$ cat config.mk
export PLATFORM = sky130hd
export DESIGN_NAME = branch_resolve
export DESIGN_NICKNAME = d
export VERILOG_FILES = /design/src/rtl/branch_pkg.sv /design/src/rtl/branch_queue.sv /design/src/rtl/branch_resolve.sv
export SDC_FILE = /design/constraint.sdc
export NUM_CORES = 1
export LEC_CHECK = 0
export CAP_MARGIN = 0
export CORE_UTILIZATION = 45
export CTS_BUF_LIST = sky130_fd_sc_hd__clkbuf_8
export DETAILED_ROUTE_END_ITERATION = 16
export PLACE_DENSITY = 0.76
export SLEW_MARGIN = 20
export SYNTH_ARGS = -nofsm -noshare
export SYNTH_HDL_FRONTEND = slang
export SYNTH_HIERARCHICAL = 1
export SYNTH_SLANG_ARGS = --single-unit
$ cat constraint.sdc
create_clock -name clk -period 7.6 [get_ports clk]
set_input_delay 2.28 -clock clk [delete_from_list [all_inputs] [get_ports clk]]
set_output_delay 2.28 -clock clk [all_outputs]
set_load 0.1 [all_outputs]
$ cat src/rtl/branch_pkg.sv
// Shared types and helpers for the branch resolution slice.
package branch_pkg;

    // Default PC width used by the default queue entry type.
    localparam int unsigned BR_XLEN = 32;

    // One in-flight predicted branch: direction, instruction PC, predicted target.
    typedef struct packed {
        logic               taken;
        logic [BR_XLEN-1:0] pc;
        logic [BR_XLEN-1:0] target;
    } br_entry_t;

    // Queue index width, excluding the extra wrap bit.
    function automatic int unsigned ptr_w(input int unsigned depth);
        return (depth > 1) ? $clog2(depth) : 1;
    endfunction

    // Increment that holds at the all-ones value of a width-bit counter.
    function automatic logic [63:0] sat_inc(input logic [63:0] value, input int unsigned width);
        logic [63:0] max_val;
        max_val = (64'd1 << width) - 64'd1;
        return (value >= max_val) ? value : value + 64'd1;
    endfunction

endpackage

$ cat src/rtl/branch_queue.sv
// In-order FIFO of in-flight predicted branches; clear wins over push.
module branch_queue
    import branch_pkg::*;
#(
    parameter int unsigned DEPTH   = 4,
    parameter type         entry_t = br_entry_t
) (
    input  logic   clk_i,
    input  logic   rst_ni,
    input  logic   push_i,
    input  entry_t push_data_i,
    input  logic   pop_i,
    input  logic   clear_i,
    output logic   full_o,
    output logic   empty_o,
    output entry_t head_o
);

    localparam int unsigned AW      = ptr_w(DEPTH);
    localparam logic [AW:0] PTR_ONE = (AW + 1)'(1);

    logic [AW:0] wr_q, wr_d;
    logic [AW:0] rd_q, rd_d;
    entry_t      mem_q [DEPTH];
    logic        do_write;

    // Same index with different wrap bits means the writer is a full lap ahead.
    assign empty_o  = (wr_q == rd_q);
    assign full_o   = (wr_q[AW] != rd_q[AW]) && (wr_q[AW-1:0] == rd_q[AW-1:0]);
    assign head_o   = mem_q[rd_q[AW-1:0]];
    assign do_write = push_i && !full_o && !clear_i;

    // Pointer next-state: clear resets both, otherwise push/pop advance independently.
    always_comb begin
        wr_d = wr_q;
        rd_d = rd_q;
        if (clear_i) begin
            wr_d = '0;
            rd_d = '0;
        end else begin
            if (do_write) begin
                wr_d = wr_q + PTR_ONE;
            end
            if (pop_i && !empty_o) begin
                rd_d = rd_q + PTR_ONE;
            end
        end
    end

    // Pointer registers.
    always_ff @(posedge clk_i or negedge rst_ni) begin
        if (!rst_ni) begin
            wr_q <= '0;
            rd_q <= '0;
        end else begin
            wr_q <= wr_d;
            rd_q <= rd_d;
        end
    end

    // Entry storage; contents are only meaningful between rd and wr.
    always_ff @(posedge clk_i) begin
        if (do_write) begin
            mem_q[wr_q[AW-1:0]] <= push_data_i;
        end
    end

endmodule

$ cat src/rtl/branch_resolve.sv
// Checks queued fetch-stage predictions against EX outcomes; drives flush,
// redirect, predictor training pulses and statistics.
module branch_resolve
    import branch_pkg::*;
#(
    parameter int unsigned XLEN  = 32,
    parameter int unsigned DEPTH = 4,
    parameter int unsigned CNT_W = 16
) (
    input  logic             clk,
    input  logic             reset_n,
    input  logic             pred_valid,
    input  logic             pred_taken,
    input  logic [XLEN-1:0]  pred_pc,
    input  logic [XLEN-1:0]  pred_target,
    output logic             pred_ready,
    input  logic             res_valid,
    input  logic             res_taken,
    input  logic [XLEN-1:0]  res_target,
    output logic             upd_valid,
    output logic             upd_taken,
    output logic             flush,
    output logic [XLEN-1:0]  redirect_pc,
    output logic [CNT_W-1:0] branch_count,
    output logic [CNT_W-1:0] mispredict_count,
    output logic             res_error
);

    localparam logic [XLEN-1:0] PC_STEP = XLEN'(4);

    typedef struct packed {
        logic            taken;
        logic [XLEN-1:0] pc;
        logic [XLEN-1:0] target;
    } entry_t;

    entry_t push_entry;
    entry_t head;
    logic   q_full, q_empty;
    logic   do_push, do_pop, mis, drop;

    logic             upd_valid_q, upd_valid_d;
    logic             upd_taken_q, upd_taken_d;
    logic             flush_q, flush_d;
    logic [XLEN-1:0]  redirect_q, redirect_d;
    logic [CNT_W-1:0] branch_cnt_q, branch_cnt_d;
    logic [CNT_W-1:0] mis_cnt_q, mis_cnt_d;
    logic             res_error_q, res_error_d;

    assign push_entry = {pred_taken, pred_pc, pred_target};
    assign pred_ready = !q_full;
    assign do_pop     = res_valid && !q_empty;
    // Target only matters when the branch was actually taken.
    assign mis        = do_pop && ((head.taken != res_taken) ||
                                   (res_taken && (head.target != res_target)));
    // Fetch is still on the wrong path this cycle and the next.
    assign drop       = mis || flush_q;
    assign do_push    = pred_valid && !q_full && !drop;

    branch_queue #(
        .DEPTH   (DEPTH),
        .entry_t (entry_t)
    ) u_queue (
        .clk_i       (clk),
        .rst_ni      (reset_n),
        .push_i      (do_push),
        .push_data_i (push_entry),
        .pop_i       (do_pop),
        .clear_i     (mis),
        .full_o      (q_full),
        .empty_o     (q_empty),
        .head_o      (head)
    );

    // Next-state for the one-cycle pulses, redirect, counters and sticky error.
    always_comb begin
        upd_valid_d  = do_pop;
        upd_taken_d  = do_pop && res_taken;
        flush_d      = mis;
        redirect_d   = '0;
        branch_cnt_d = branch_cnt_q;
        mis_cnt_d    = mis_cnt_q;
        res_error_d  = res_error_q || (res_valid && q_empty);
        if (mis) begin
            redirect_d = res_taken ? res_target : head.pc + PC_STEP;
            mis_cnt_d  = CNT_W'(sat_inc(64'(mis_cnt_q), CNT_W));
        end
        if (do_pop) begin
            branch_cnt_d = CNT_W'(sat_inc(64'(branch_cnt_q), CNT_W));
        end
    end

    // Output and statistics registers.
    always_ff @(posedge clk or negedge reset_n) begin
        if (!reset_n) begin
            upd_valid_q  <= 1'b0;
            upd_taken_q  <= 1'b0;
            flush_q      <= 1'b0;
            redirect_q   <= '0;
            branch_cnt_q <= '0;
            mis_cnt_q    <= '0;
            res_error_q  <= 1'b0;
        end else begin
            upd_valid_q  <= upd_valid_d;
            upd_taken_q  <= upd_taken_d;
            flush_q      <= flush_d;
            redirect_q   <= redirect_d;
            branch_cnt_q <= branch_cnt_d;
            mis_cnt_q    <= mis_cnt_d;
            res_error_q  <= res_error_d;
        end
    end

    assign upd_valid        = upd_valid_q;
    assign upd_taken        = upd_taken_q;
    assign flush            = flush_q;
    assign redirect_pc      = redirect_q;
    assign branch_count     = branch_cnt_q;
    assign mispredict_count = mis_cnt_q;
    assign res_error        = res_error_q;

endmodule
Word-level counts from Yosys, hierarchy flattened. Memory sizes are Yosys's and may differ from the RTL's. Cells that the tools add are included.

Bits in registers: 74. Output and inout bits: 69. Bits in writable memories: 260. Memories: 1.

Order comparisons: 2. Multiplexer cells: 8. Bitwise gates (word level): 2. Reductions and logical operators: 22. Equality and inequality tests: 5. Add/subtract/negate cells: 5.

Memories: u_queue.mem_q (words 4, width 65, read ports 1, clocked after memory_dff 0, wr ports 1, line branch_queue.sv:24) `entry_t mem_q [DEPTH];`.

Operators with widths (count): $mux W32 (2); $add A16 B1 Y16 const B (2); $add A32 B3 Y32 const B (1); $ge A16 B16 Y1 const B (2); $ne A32 B32 Y1 (1); $mux W3 (4); $logic_and A1 B1 Y1 (11); $add A3 B1 Y3 const B (2); $logic_not A1 Y1 (4); $reduce_and A2 Y1 (2); $reduce_bool A2 Y1 (2); $eq A3 B3 Y1 (1); $logic_or A1 B1 Y1 (3); $eq A2 B2 Y1 (1); $mux W1 (2); $ne A1 B1 Y1 (2); $not A1 Y1 (2).

Longest topological paths before layout. An unclocked memory read counts as a cell.

Depth after elaboration: 12. Depth in mapped cells: 14. Gate-level depth less buffers: 11.

Modules after synthesis. The synthesis kept the hierarchy.

By module, submodules not included: branch_queue (area an instance 9905.8 um2, cells an instance 403, instances 1, seq. area each 7957.6 um2); branch_resolve (area an instance 3871.2 um2, cells an instance 396, instances 1, seq. area each 1701.6 um2).

Worst setup path before layout. OpenSTA, ideal clock, no wires.

Kind: input-to-reg. From: in res_target[31]. To: mem u_queue/mem_q[1][0] (netlist name) (enable). Cell stages on the path: 10. Data arrival time: 5806 ps. Data required time: 7170 ps. Setup slack: 1364 ps. Path through: xor2_1 > nor4_1 > nand4_1 > nor3_2 > or2b_4 > inv_1 > nor4b_2 > inv_1 > a311oi_1 > and2_1.

Longest elaborated chain between the ends: 11. Elaborated cells between the ends (all ways): 12. Classes of those cells: eq/ne (1); mux (2); reduce/logical (9).

Ends and longest elaborated chain: from (decl) (line branch_resolve.sv:19) `input logic [XLEN-1:0] res_target,`; $ne A32 B32 Y1 (line branch_resolve.sv:55) `(res_taken && (head.target != res_target)));`; $logic_and A1 B1 Y1 (line branch_resolve.sv:55); $logic_or A1 B1 Y1 (line branch_resolve.sv:54) `assign mis = do_pop && ((head.taken != res_taken) ||`; $logic_and A1 B1 Y1 (line branch_resolve.sv:54); via flush_d (line branch_resolve.sv:44) `logic flush_q, flush_d;`; $logic_or A1 B1 Y1 (line branch_resolve.sv:57) `assign drop = mis || flush_q;`; $logic_not A1 Y1 (line branch_resolve.sv:58) `assign do_push = pred_valid && !q_full && !drop;`; $logic_and A1 B1 Y1 (line branch_resolve.sv:58); via do_push (line branch_resolve.sv:40) `logic do_push, do_pop, mis, drop;`; $logic_and A1 B1 Y1 (2 in a row) (line branch_queue.sv:31) `assign do_write = push_i && !full_o && !clear_i;`; $mux W1 (line branch_queue.sv:63) `if (do_write) begin`; $mux W1 (not written as such) (line branch_queue.sv:64) `mem_q[wr_q[AW-1:0]] <= push_data_i;`; to (decl) (line branch_queue.sv:24).

The timed path passes the listed nets, and every way through them passes these cells.

Final worst setup path.
From: in res_target[23]. To: mem u_queue/mem_q[0][61] (netlist name) (enable).

Same word-level chain as after synthesis.

==> results.tsv <==
metric	value	unit
status	finished clean	
Final Hold Fails	0	
Mean Syn Cell Area	17.2	sq um
Setup violations, final	0	
DP Cell Count	1343	
total routed wirelength	31300	um
TritonCTS clock tree	built	
maxcap violations	0	
Syn Inst Count	799	
Leak Pwr	6.01	nW
type of the worst setup path	input port to flip-flop	
root buffer cell	clkbuf_8	
Fmax achieved	163	MHz
Placement Rows	63	
crit path capture type	flip-flop	
cell area after synthesis	13800	sq um
Worst Skew	0.0182	ns
Syn. warnings	6	
post-DP HPWL	21000	um
number of synthesized register bits	334	
post-route insts no fill	1443	
Peak VDD IR	198	uV
Max transition margin	30.7	%
Initial DRC Count	712	
full die area	31300	sq um
Longest Clk Path Bufs	3	
via count	7969	
Setup Fix Bufs, Post-CTS	0	
all-layer global routing usage	20.5	%
input/output buffers	170	
PwrDens	381	nW/um^2
total negative slack	0	ns
DRC	0	
hold bufs inserted after CTS	0	
Seq/Total Area, Yosys	70.1	%
hold crit path type	flip-flop to flip-flop	
Sink Count	334	
Area Growth Syn to Fin	23.2	%
Slew @ Worst Pin	1.04	ns
maximum number of pins on one net before global-route repair	75	
first-pass GRT wire length	47500	um
post-CTS sizing	0	
Reg clk slew, reported paths	0.06	ns
Synth cell types	56	
RSZ-0062 raised after global routing	no	
Worst-Skew Late Latency	0.58	ns
Core Area	29900	sq um
ANT nets after route	0	
Inserted Clock Buffers	53	
Initial Util	46.1	%
vias per inst	5.52	
initial antenna violation count	1	
number of I/O pins	171	
share of cells above drive strength 1	16.7	%
fin crit share	80.9	%
final-report max-slew violation count	0	
synthesized net count	909	
crit path launch type	input port	
total grt overflow	0	
vias in the first global route	8038	
drt pass-1 iters	6	
Max FO, Critical Path	46	
# nets final	1118	
H-tree depth	2	
Die H	177	um
fill count	2317	
WP data required	7.84	ns
DP Worst Slack	0.892	ns
routability cong.	0.797	
Setup WS post-layout	1.45	ns
final hold slack	0.493	ns
Data arrival, critical path	6.39	ns
Tmin final	6.15	ns
width of the die	177	um
Power, Total	6.47	mW
Wirelength per Cell	21.7	um
==> cells by family (layout without fill, tap and decap cells) <==
logic type | Yosys count | after routing | share of synthesized area, %
AO/OA/AOI/OAI | 46 | 46 | 2.42
XOR/XNOR | 94 | 94 | 5.98
adder cells (fa/ha/maj) | 8 | 8 | 0.727
buffers and inverters | 41 | 294 | 1.59
flip-flops | 334 | 334 | 70.1
multiplexers | 78 | 78 | 11.6
other | 0 | 1 | 0
AND/OR/NAND/NOR | 198 | 198 | 7.57
==> cells in the final DEF (no fill, tap or decap), types with 9 or more instances in the layout <==
cell	instances
edfxtp_1	260
clkdlybuf4s50_1	169
dfrtp_1	72
xor2_1	67
mux4_2	65
clkbuf_8	57
nor2_1	53
nand2_1	35
xnor2_1	27
inv_1	26
nand3_1	25
nor3_1	15
nor4_1	14
nand4_1	13
a21oi_1	13
clkinv_2	12
buf_4	12
mux2i_1	10
clkinv_1	10
and3_1	9
==> where the power goes <==
| group | internal (mW) | total, mW | switching [mW] |
|---|---|---|---|
| Sequential | 2.31 | 2.51 | 0.197 |
| Clock | 0.766 | 1.46 | 0.696 |
| Combinational | 0.830 | 2.50 | 1.67 |
| Total | 3.91 | 6.47 | 2.57 |
==> cells in the mapped netlist, drive strengths merged <==
cell type / instances / area share (%)
nand2: 36 / 1.0
o311ai: 2 / 0.13
buf: 21 / 1.0
a211oi: 10 / 0.65
a211o: 1 / 0.064
a311oi: 2 / 0.17
edfxtp: 260 / 57
nand3b: 1 / 0.055
o31a: 1 / 0.064
inv: 10 / 0.27
dfrtp: 74 / 13
xnor2: 27 / 1.7
mux2i: 10 / 0.73
o211a: 2 / 0.15
and2: 6 / 0.27
o21a: 1 / 0.055
nand4: 13 / 0.59
nor3b: 3 / 0.16
clkbuf: 10 / 0.28
xor2: 67 / 4.3
mux4: 65 / 11
or3: 1 / 0.045
mux2: 3 / 0.25
and4: 5 / 0.32
o211ai: 2 / 0.11
nor4: 14 / 0.64
a2bb2oi: 2 / 0.13
nor2: 53 / 1.4
or2b: 1 / 0.082
a21oi: 13 / 0.47
nor3: 17 / 0.74
a21o: 1 / 0.055
nor2b: 1 / 0.045
nand3: 26 / 1.0
a41oi: 1 / 0.064
a31oi: 3 / 0.14
or4: 2 / 0.14
nand2b: 6 / 0.27
ha: 8 / 0.73
nor4b: 2 / 0.17
and3: 11 / 0.57
o21ai: 5 / 0.18
==> worst paths after layout <==
kind,startpoint,endpoint,slack (ns),depth (start not counted)
max in group asynchronous,reset_n,u_queue/rd_q[0],5.28,1
max,res_target[23],u_queue/mem_q[0][61],1.45,12
min reg2reg,mispredict_count[9],mispredict_count[9],0.49,1
min in group asynchronous,reset_n,branch_count[10],1.75,1
max reg2reg,u_queue/rd_q[0],u_queue/mem_q[0][61],1.92,13
min,mispredict_count[9],mispredict_count[9],0.49,1
==> flip-flops by register name, indices dropped and copies added, names as in the netlist <==
| signal | count |
|---|---|
| branch_count | 16 |
| flush | 1 |
| mispredict_count | 16 |
| redirect_pc | 32 |
| res_error | 1 |
| u_queue/mem_q | 260 |
| u_queue/rd_q | 3 |
| u_queue/wr_q | 3 |
| upd_taken | 1 |
| upd_valid | 1 |
==> routing by layer <==
metal  global-route usage (%)  vias to the layer above  routed length [um]
li1                         -                     3531                   -
met1                     28.3                     4016               12900
met2                     32.8                      359               15200
met3                     3.67                       63                2520
met4                     7.00                        0                 805
met5                        0                        -                   0
==> worst max-delay path: stages <==
cell and delay (ns):
clkdlybuf4s50_1 0.45, xor2_1 0.17, nor4_1 0.61, nand4_1 0.19
nor3_2 0.25, or2b_4 0.15, inv_1 0.20, nor4b_2 0.54
inv_1 0.12, a311oi_1 0.40, and2_2 0.62, buf_12 0.36
==> metrics by stage <==
step | cell area, sq um | utilization (%)
after floorplan | 13800 | -
after global placement | 15900 | 53.4
after detailed placement | 15900 | 53.4
after CTS | 17000 | 56.8
after global routing | 17000 | 56.8
final | 17000 | 56.8
==> layout make-up <==
class                   count  area [sq um]  share of cell area, %
flip-flops and latches    334          9660                   56.9
multi-input cells         424          3900                   23.0
repair buffers            185          1850                   10.9
clock buffers              57           785                   4.62
well taps                 390           488                   2.88
clock inverters            42           238                   1.40
inverters                  10          37.5                  0.221
diodes                      1          2.50                 0.0147
Power figures use the tool's default switching activity.
==> edit: new RTL, same flow settings <==
Take the reset off `wr_q` and load it in a clocked block of its own.
--- a/src/rtl/branch_queue.sv
+++ b/src/rtl/branch_queue.sv
@@ -52,8 +52,10 @@
         if (!rst_ni) begin
-            wr_q <= '0;
             rd_q <= '0;
         end else begin
-            wr_q <= wr_d;
             rd_q <= rd_d;
         end
+    end
+
+    always_ff @(posedge clk_i) begin
+        wr_q <= wr_d;
     end
Function: changed (a bounded check fails within 4 cycles, from zero or initial values and one cycle with reset_n low).
==> edit against the original RTL <==
Hold slack lost 0.018 ns. Routed wire length shrank 0.89%. Synthesized area is the same. Sequential share of layout area shrank 0.093 points. Total power shrank 0.56%. Sequential cell count is the same. Non-clock buffer count grew 1. Worst setup slack lost 0.042 ns. Critical endpoint is now u_queue/mem_q[1][12]$_DFFE_PP_. First-iteration DRC count shrank 10%. Design area is essentially flat. Global-route usage shrank 0.14 points. Count of clock-buffer cells in the layout grew 2. Register-to-register slack gained 0.08 ns.
==> edit: results (changes against the original RTL) <==
Status: completed (unchanged)
Initial antenna violation count: 2 (was 1)
EDFF count, synth: 260 (unchanged)
Post-synth top cells: 260 x edfxtp_1, 71 x dfrtp_1, 66 x xor2_1 (was 260 x edfxtp_1, 74 x dfrtp_1, 67 x xor2_1)
Critical Path Max Stage Delay: 0.58 ns (was 0.62 ns)
Register area share after synthesis: 0.700 (was 0.701)
Async SR Flop Fraction: 0.213 (was 0.222)
Crit path DAT: 6.41 ns (was 6.39 ns)
Net Count, Synth: 910 (was 909)
Cell variety after synth: 57 (was 56)
DP HPWL: 21300 µm (was 21000 µm)
Leak: 6.01 nW (about the same)
Slew @ Worst Pin: 1.02 ns (was 1.04 ns)
Root buf cell: clkbuf_8 (unchanged)
Final Skew: 0.0337 ns (was 0.0182 ns)
Via count: 7913 (was 7969)
Nets: 1120 (was 1118)
Slowest-stage cell, CP: nor4b_2 (was and2_2)
Synth top area cells: edfxtp_1 57%, dfrtp_1 13%, mux4_2 11% (unchanged)
Placer Congestion: 0.827 (was 0.797)
Total Wirelength: 31100 µm (was 31300 µm)
Layout cell share with drive strength beyond 1: 0.162 (was 0.167)
Clock latency on the worst-skew pair: 0.60 ns (was 0.58 ns)
Global-route wire length before repair: 47200 µm (was 47500 µm)
TritonRoute pass-1 iters: 5 (was 6)
Crit path max fanout: 28 (was 46)
VDD IR max: 254 µV (was 198 µV)
CTS max path bufs: 3 (unchanged)
Largest net degree at the start of global routing: 72 (was 75)
Initial DRC count: 641 (was 712)
## edit: kinds of logic (layout without fill, tap and decap cells)
group / after synthesis / after routing / synth area share
flops: 334 / 334 / 0.700
simple gates: 199 / 199 / 0.0764
xor+xnor: 94 / 94 / 0.0608
mux: 78 / 78 / 0.116
compound gates: 44 / 44 / 0.0233
buf+inv: 43 / 296 / 0.0162
fa+ha+maj: 8 / 8 / 0.00727
other cells: 0 / 1 / 0
## edit: stage by stage
| step | setup slack (ns) | area [µm²] | instances | hold WS, ns | power (mW) |
|---|---|---|---|---|---|
| floorplan | 1.53 | 13800 | 800 | 0.502 | 4.35 |
| global placement | 0.904 | 16000 | 1345 | 0.448 | 5.01 |
| detailed placement | 0.865 | 16000 | 1345 | 0.455 | 5.05 |
| CTS | 1.45 | 17000 | 1443 | 0.465 | 6.49 |
| global route | 1.17 | 17000 | 1443 | 0.481 | 6.72 |
| finish | 1.41 | 17000 | 1444 | 0.475 | 6.44 |
## edit: where the power goes
| group | internal (mW) | leakage, nW | switching, mW |
|---|---|---|---|
| Combinational | 0.808 | 2.09 | 1.67 |
| Clock | 0.750 | 0.600 | 0.683 |
| Sequential | 2.33 | 3.32 | 0.203 |
| Total | 3.89 | 6.01 | 2.55 |
## edit: worst paths after layout
kind / depth (start not counted) / slack, ns / startpoint / endpoint
max: 13 / 1.41 / res_target[28] / u_queue/mem_q[1][12]$_DFFE_PP_
min in group asynchronous: 1 / 1.84 / reset_n / branch_count[2]$_DFFE_PN0P_
min: 1 / 0.47 / res_error$_DFF_PN0_ / res_error$_DFF_PN0_
max reg2reg: 13 / 2.00 / u_queue/rd_q[0]$_DFFE_PN0P_ / u_queue/mem_q[1][12]$_DFFE_PP_
min reg2reg: 1 / 0.47 / res_error$_DFF_PN0_ / res_error$_DFF_PN0_
max in group asynchronous: 1 / 5.02 / reset_n / u_queue/rd_q[0]$_DFFE_PN0P_
## edit: area by class of cell
class	instances	area, µm²
antenna	1	2.50
clock buffer	59	812
clock inverter	39	204
fill	2273	12900
inverter	12	45.0
multi-input combinational	423	3920
sequential	334	9650
tap	390	488
timing repair buffer	186	1860
## edit: metal layers
layer / global-route usage / wire length, µm
met1: 0.273 / 12800
met2: 0.326 / 14900
met3: 0.0537 / 2640
met4: 0.0618 / 771
met5: 0 / 13
